File: src/rtl/fifo_sync_param.sv
// Single-clock FIFO with arbitrary (non power-of-two) depth, registered read data,
// occupancy/threshold status and sticky overflow/underflow flags.
module fifo_sync_param #(
  parameter int unsigned DATA_WIDTH    = 16,
  parameter int unsigned DEPTH         = 10,
  parameter int unsigned AFULL_THRESH  = 8,
  parameter int unsigned AEMPTY_THRESH = 2,
  localparam int unsigned CW           = $clog2(DEPTH + 1)
) (
  input  logic                  clock,
  input  logic                  reset,
  input  logic                  enable,
  input  logic                  write,
  input  logic [DATA_WIDTH-1:0] data_In,
  input  logic                  read,
  output logic [DATA_WIDTH-1:0] data_Out,
  output logic                  data_Valid,
  output logic [CW-1:0]         level,
  output logic                  isEmpty,
  output logic                  isFull,
  output logic                  isAlmostEmpty,
  output logic                  isAlmostFull,
  output logic                  overflow,
  output logic                  underflow
);

  localparam int unsigned PW = $clog2(DEPTH);
  localparam logic [PW-1:0] LastPtr = PW'(DEPTH - 1);
  localparam logic [CW-1:0] FullLvl = CW'(DEPTH);

  logic [DATA_WIDTH-1:0] mem_q [DEPTH];

  logic [PW-1:0]         wr_ptr_q, wr_ptr_d;
  logic [PW-1:0]         rd_ptr_q, rd_ptr_d;
  logic [CW-1:0]         level_q, level_d;
  logic [DATA_WIDTH-1:0] data_out_q, data_out_d;
  logic                  data_valid_q, data_valid_d;
  logic                  overflow_q, overflow_d;
  logic                  underflow_q, underflow_d;
  logic                  rd_acc, wr_acc;

  // A read frees a slot in the same cycle, so a full FIFO still accepts a paired write.
  assign rd_acc = enable & read & (level_q != '0);
  assign wr_acc = enable & write & ((level_q != FullLvl) | rd_acc);

  always_comb begin
    wr_ptr_d     = wr_ptr_q;
    rd_ptr_d     = rd_ptr_q;
    level_d      = level_q;
    data_out_d   = data_out_q;
    data_valid_d = rd_acc;
    overflow_d   = overflow_q;
    underflow_d  = underflow_q;

    if (wr_acc) begin
      wr_ptr_d = (wr_ptr_q == LastPtr) ? '0 : wr_ptr_q + 1'b1;
    end
    if (rd_acc) begin
      rd_ptr_d   = (rd_ptr_q == LastPtr) ? '0 : rd_ptr_q + 1'b1;
      data_out_d = mem_q[rd_ptr_q];
    end

    if (wr_acc && !rd_acc) begin
      level_d = level_q + 1'b1;
    end else if (rd_acc && !wr_acc) begin
      level_d = level_q - 1'b1;
    end

    if (enable && write && !wr_acc) begin
      overflow_d = 1'b1;
    end
    if (enable && read && (level_q == '0)) begin
      underflow_d = 1'b1;
    end
  end

  always_ff @(posedge clock) begin
    if (reset) begin
      wr_ptr_q     <= '0;
      rd_ptr_q     <= '0;
      level_q      <= '0;
      data_out_q   <= '0;
      data_valid_q <= 1'b0;
      overflow_q   <= 1'b0;
      underflow_q  <= 1'b0;
    end else begin
      wr_ptr_q     <= wr_ptr_d;
      rd_ptr_q     <= rd_ptr_d;
      level_q      <= level_d;
      data_out_q   <= data_out_d;
      data_valid_q <= data_valid_d;
      overflow_q   <= overflow_d;
      underflow_q  <= underflow_d;
    end
  end

  // Storage is deliberately left out of reset.
  always_ff @(posedge clock) begin
    if (!reset && wr_acc) begin
      mem_q[wr_ptr_q] <= data_In;
    end
  end

  assign data_Out      = data_out_q;
  assign data_Valid    = data_valid_q;
  assign level         = level_q;
  assign isEmpty       = (level_q == '0);
  assign isFull        = (level_q == FullLvl);
  assign isAlmostEmpty = (level_q <= CW'(AEMPTY_THRESH));
  assign isAlmostFull  = (level_q >= CW'(AFULL_THRESH));
  assign overflow      = overflow_q;
  assign underflow     = underflow_q;

endmodule
File: config.mk
export PLATFORM = sky130hd
export DESIGN_NAME = fifo_sync_param
export DESIGN_NICKNAME = d
export VERILOG_FILES = /design/src/rtl/fifo_sync_param.sv
export SDC_FILE = /design/constraint.sdc
export NUM_CORES = 1
export LEC_CHECK = 0
export CORE_UTILIZATION = 53
export DETAILED_ROUTE_END_ITERATION = 6
export PLACE_DENSITY = 0.75
export SYNTH_ARGS = -nofsm -noshare
export SYNTH_HDL_FRONTEND = slang
export SYNTH_SLANG_ARGS = --single-unit
File: constraint.sdc
create_clock -name clock -period 3.62 [get_ports clock]
set_input_delay 0.724 -clock clock [delete_from_list [all_inputs] [get_ports clock]]
set_output_delay 0.724 -clock clock [all_outputs]
set_load 0.01 [all_outputs]
==> impl_metrics.yaml, run 1 <==
timing:
  setup_violations: 0
  fin_crit_ns: 2.875
  max_freq_mhz: 347.9
  finClkSkew_ns: 0.01093
  hold_slack_ns: 0.4785
  worst_pin_slew_ns: 0.6880
  slew_headroom_pct: 53.99
  drv_slew: 0
  setup_tns_ns: 0
  fin_ws_ns: 0.7454
  finalCritPeriodShare_pct: 79.41
  finalHoldViolCount: 0
  rsz0062_at_grt: "false"
layout:
  register_area_mm2: 0.005426
  drive_above_1_share_pct: 20.86
  layout.nets: 501
  antenna_cells: 0
  fin_util_pct: 64.04
  fin_cells: 669
  fill_cells: 953
  area_growth_pct: 17.77
  multi_input_area_mm2: 0.001977
worst_setup_path:
  worstPathMaxFanout: 7
  critical_path.cell_chain: "or4_1, inv_1, clkdlybuf4s50_1"
  reg2reg_depth: 9
  worstPathRequired_ns: 2.90
  reg2reg_from: "level[0]"
  arrival_ns: 2.15
  slowest_stage: "or4_1"
  max_stage_delay_ns: 0.68
  timing.rr.end: "level[3]"
  startpoint: "level[0]"
  crit_path_start_kind: "register"
  reg2reg_slack_ns: 0.94
  worstSetupEndpointType: "output port"
  worst-setup-path-type: "register to output port"
grt:
  antenna_found_initial: 0
  grt_max_degree: 37
  first_global_vias: 3943
  overflow: 0
  grt_pass1_wl_um: 22020
  grt_usage_pct: 21.31
place:
  dp_cells: 637
  io_buffers: 47
  dp_worst_setup_slack_ns: 0.3182
  gp_congestion: 0.7795
  dpl.hpwl_um: 8307
logic_synthesis:
  ys_seq_elements: 191
  ys_async_sr_fraction_pct: 0
  ys_seq_area_share_pct: 71.87
  yosys.area.top_type_share_pct: 63.65
  yosys.cell_count.top_type: "edfxtp_1"
  syn_nets: 443
  syn_area_per_cell_um2: 18.06
  synthTopCellsByCount: "160 x edfxtp_1, 32 x mux4_2, 31 x dfxtp_1"
  synth_area_leaders: "edfxtp_1 64%, mux4_2 9.5%, dfxtp_1 8.2%"
  yosys_warnings: 0
  syn_inst: 418
  synth_edf_count: 160
  syn_area_mm2: 0.007548
  synth_flop_cell: "edfxtp_1"
  ys_types: 45
  yosysTopAreaCell: "edfxtp_1"
power:
  leakagePower_uw: 0.002766
  powerDensity_mw_per_mm2: 575.9
  ir_drop_v: 0.0003879
clock_network:
  clock_latency_ns: 0.43
  cts-root-buf: "clkbuf_16"
  cts_hold_buffers: 0
  cts_tree: "done"
  cts_resized: 0
  cts.clk_slew.worst_paths_ns: 0.07
  cts_sinks: 191
  cts_buffers: 17
  htreeDepth: 4
  clock_path_buffers: 2
  cts_setup_buffers: 0
floorplanning:
  die_x_um: 121.3
  rows: 43
  pin_count: 48
  dieHeight_um: 121.3
  core_mm2: 0.01388
  die-area_mm2: 0.01472
  start_util_pct: 54.38
worst_hold_path:
  hold_depth: 2
  hold_end: "underflow"
  hold_class: "register to register"
  min-delay-start: "underflow"
drt:
  vias: 3889
  drcViolationCount: 0
  vias_per_cell: 5.813
  wl_um: 14120
  detail-route-antenna-nets: 0
  drt-initial-drc-count: 256
  first_pass_iters: 5
  wl_per_cell_um: 21.10
flow_run:
  drv_cap: 0
status:
  status: "completed"
[metrics by stage]
stage | total power (uW) | cell area, um2
after global routing | 5302 | 8890
after floorplan | 3008 | 7548
after global placement | 3257 | 8280
final | 5119 | 8890
after detailed placement | 3278 | 8280
after CTS | 5171 | 8890
[per-layer routing]
metal	vias to the layer above	GRT usage, %	part of all wire (%)
met3	7	4.229	6.5
met2	113	35.55	53
li1	1795	-	-
met5	-	0	0
met1	1974	27.47	40
met4	0	8.410	0.71
[cell usage in the layout (no fill, tap or decap), types with 4 or more instances in the layout]
master | synthesis | routed
mux4_2 | 32 | 32
edfxtp_1 | 160 | 160
nand2_1 | 7 | 7
nor2_1 | 20 | 20
o211ai_1 | 16 | 16
nand3b_1 | 17 | 17
inv_6 | 0 | 4
buf_4 | 1 | 20
nor2b_1 | 8 | 8
dfxtp_1 | 31 | 30
o221ai_2 | 10 | 10
o221ai_1 | 6 | 6
a21oi_1 | 4 | 4
clkdlybuf4s50_1 | 0 | 47
clkbuf_16 | 0 | 17
nand2b_1 | 17 | 17
mux2i_1 | 19 | 19
[registers in the layout, indices dropped and copies added (netlist names)]
signal,flops
data_Out,16
data_Valid,1
level,4
mem_q,160
overflow,1
rd_ptr_q,4
underflow,1
wr_ptr_q,4
[cell families (layout without fill, tap and decap cells)]
kind of cell,Yosys count,in the layout,share of synthesized area (%)
muxes,53,53,12.37
xor gates and xnor gates,5,5,0.5802
DFF,191,191,71.87
adders and majority gates,4,4,0.7625
buffers and inverters,32,103,2.022
AOI/OAI and AO/OA,47,47,5.603
and+or+nand+nor,86,86,6.796
[cell type report]
cell class                 instances  share of cell area (%)
sequential                       191                   61.04
clock inverter                    15                   2.069
inverter                           3                  0.1267
multi-input combinational        195                   22.24
tap                              180                   2.533
clock buffer                      17                   4.785
timing repair buffer              68                   7.206
[critical path, delay by kind of cell, from the launching register on]
family	cells	cell delay (ns)
flip-flops	1	0.39
AND/OR/NAND/NOR	1	0.68
buffers and inverters	2	0.66
[worst max path at each step]
| stage | endpoint | slack, ns | cells past startpoint |
|---|---|---|---|
| after floorplan | mem_q[5][0] | 0.11 | 5 |
| after global routing | level[3] | 0.56 | 10 |
| after detailed placement | level[3] | 0.32 | 10 |
| final | isEmpty | 0.75 | 3 |
| after global placement | level[3] | 0.38 | 10 |
| after CTS | isEmpty | 0.72 | 3 |
[power breakdown]
part,switching [uW],internal [uW],leakage (uW),total [uW]
logic,331,364,0.000781,695
clock network,803,1100,0.000292,1900
registers,81.7,2440,0.00169,2520
No activity file was read; power rests on OpenSTA's default activity.
==> run 2, diff against run 1 <==
==> constraint.sdc (replaced) <==
create_clock -name clock -period 2.6 [get_ports clock]
set_input_delay 0.52 -clock clock [delete_from_list [all_inputs] [get_ports clock]]
set_output_delay 0.52 -clock clock [all_outputs]
set_load 0.01 [all_outputs]
==> impl_metrics.yaml, run 2 (same netlist as run 1, synthesis figures left out) <==
clock_network:
  cts.clk_slew.worst_paths_ns: 0.07
  cts-root-buf: "clkbuf_16"
  clock_path_buffers: 2
  htreeDepth: 4
  cts_tree: "done"
  cts_sinks: 191
  cts_buffers: 17
  cts_setup_buffers: 0
  cts_hold_buffers: 0
  clock_latency_ns: 0.43
layout:
  top_register: "mem_q"
  area_growth_pct: 21.83
  register_area_mm2: 0.005430
  antenna_cells: 0
  largest_reg_flops: 160
  multi_input_area_mm2: 0.002008
  drive_above_1_share_pct: 25.29
  fin_util_pct: 66.25
  final_common_cell: "edfxtp_1"
  layout.cells.most_common_list: "160 x edfxtp_1, 47 x clkdlybuf4s50_1, 41 x buf_4, 32 x mux4_2, 29 x dfxtp_1"
  layout.nets: 526
  fill_cells: 925
timing:
  slew_headroom_pct: 65.26
  rsz0062_at_grt: "false"
  setup_violations: 0
  worst_pin_slew_ns: 0.5211
  max_freq_mhz: 405.0
  finalHoldViolCount: 0
  hold_slack_ns: 0.4902
  finClkSkew_ns: 0.009415
  fin_ws_ns: 0.1306
  drv_slew: 0
  setup_tns_ns: 0
  finalCritPeriodShare_pct: 94.98
  fin_crit_ns: 2.469
place:
  dp_worst_setup_slack_ns: -0.1148
  gp_congestion: 0.7836
  io_buffers: 47
  dpl.hpwl_um: 8861
status:
  status: "completed"
floorplanning:
  start_util_pct: 54.38
  core_mm2: 0.01388
  dieHeight_um: 121.3
  die_x_um: 121.3
  die-area_mm2: 0.01472
  pin_count: 48
  rows: 43
worst_setup_path:
  crit_path_start_kind: "register"
  arrival_ns: 1.95
  worstSetupEndpointType: "output port"
  worst-setup-path-type: "register to output port"
  worstPathRequired_ns: 2.08
  worstPathMaxFanout: 5
drt:
  wl_um: 14720
  vias: 4060
  wl_per_cell_um: 21.21
  detail-route-antenna-nets: 0
  drt-initial-drc-count: 251
  drcViolationCount: 0
  vias_per_cell: 5.850
  first_pass_iters: 5
grt:
  antenna_found_initial: 0
  grt_pass1_wl_um: 22830
  grt_usage_pct: 21.80
  first_global_vias: 3999
  grt_max_degree: 40
  overflow: 0
power:
  powerDensity_mw_per_mm2: 806.4
  ir_drop_v: 0.0005765
  leakagePower_uw: 0.002920
flow_run:
  drv_cap: 0
worst_hold_path:
  hold_class: "register to register"
==> run 2: changes by cell type in the layout (fill, tap and decap cells not counted), moves of 2 or more <==
cell	change
buf_4	+21
buf_12	+4
clkbuf_1	+3
inv_6	-3
bufinv_16	+2
==> run 2: path summary, 6_finish.rpt <==
check	start	end	slack (ns)	cells past startpoint
max	level[3]	isEmpty	0.13	3
min	underflow	underflow	0.49	2
max reg2reg	level[3]	level[3]	0.26	9
min reg2reg	underflow	underflow	0.49	2
==> run 2: area by class of cell <==
type / count / share of cell area, %
multi-input combinational: 195 / 21.84
inverter: 3 / 0.1224
clock buffer: 20 / 4.748
clock inverter: 12 / 2.245
timing repair buffer: 93 / 9.551
sequential: 191 / 59.05
tap: 180 / 2.449
==> run 2: critical path: stages, from the launching register on <==
cell and delay [ns]:
dfxtp_1 0.31, or4_4 0.58, inv_1 0.10, clkdlybuf4s50_1 0.53
==> run 2: power by group <==
part	switching, uW	total [uW]	internal, uW
clock network	1090	2810	1720
logic	556	1160	600
registers	53.1	3450	3400
==> run 2: per-stage QoR <==
step	power (uW)	instance area, um2	std cells
detailed placement	4674	8549	662
finish	7416	9196	694
floorplan	4213	7590	418
global placement	4644	8549	662
CTS	7451	9193	694
global route	7684	9196	694
==> run 2: layer usage <==
metal	wire length [um]	track usage (%)	up-vias	share of wire [%]
met1	6490	29.55	2084	44
met5	0	0	-	0
met2	7292	35.30	120	50
li1	-	-	1834	-
met4	245	8.719	0	1.7
met3	690	3.618	22	4.7
==> run 2: what timing repair did <==
item,4_1_cts,5_1_grt
setup endpoints to repair,0,1
gates resized for setup,0,1
hold endpoints to repair,0,0
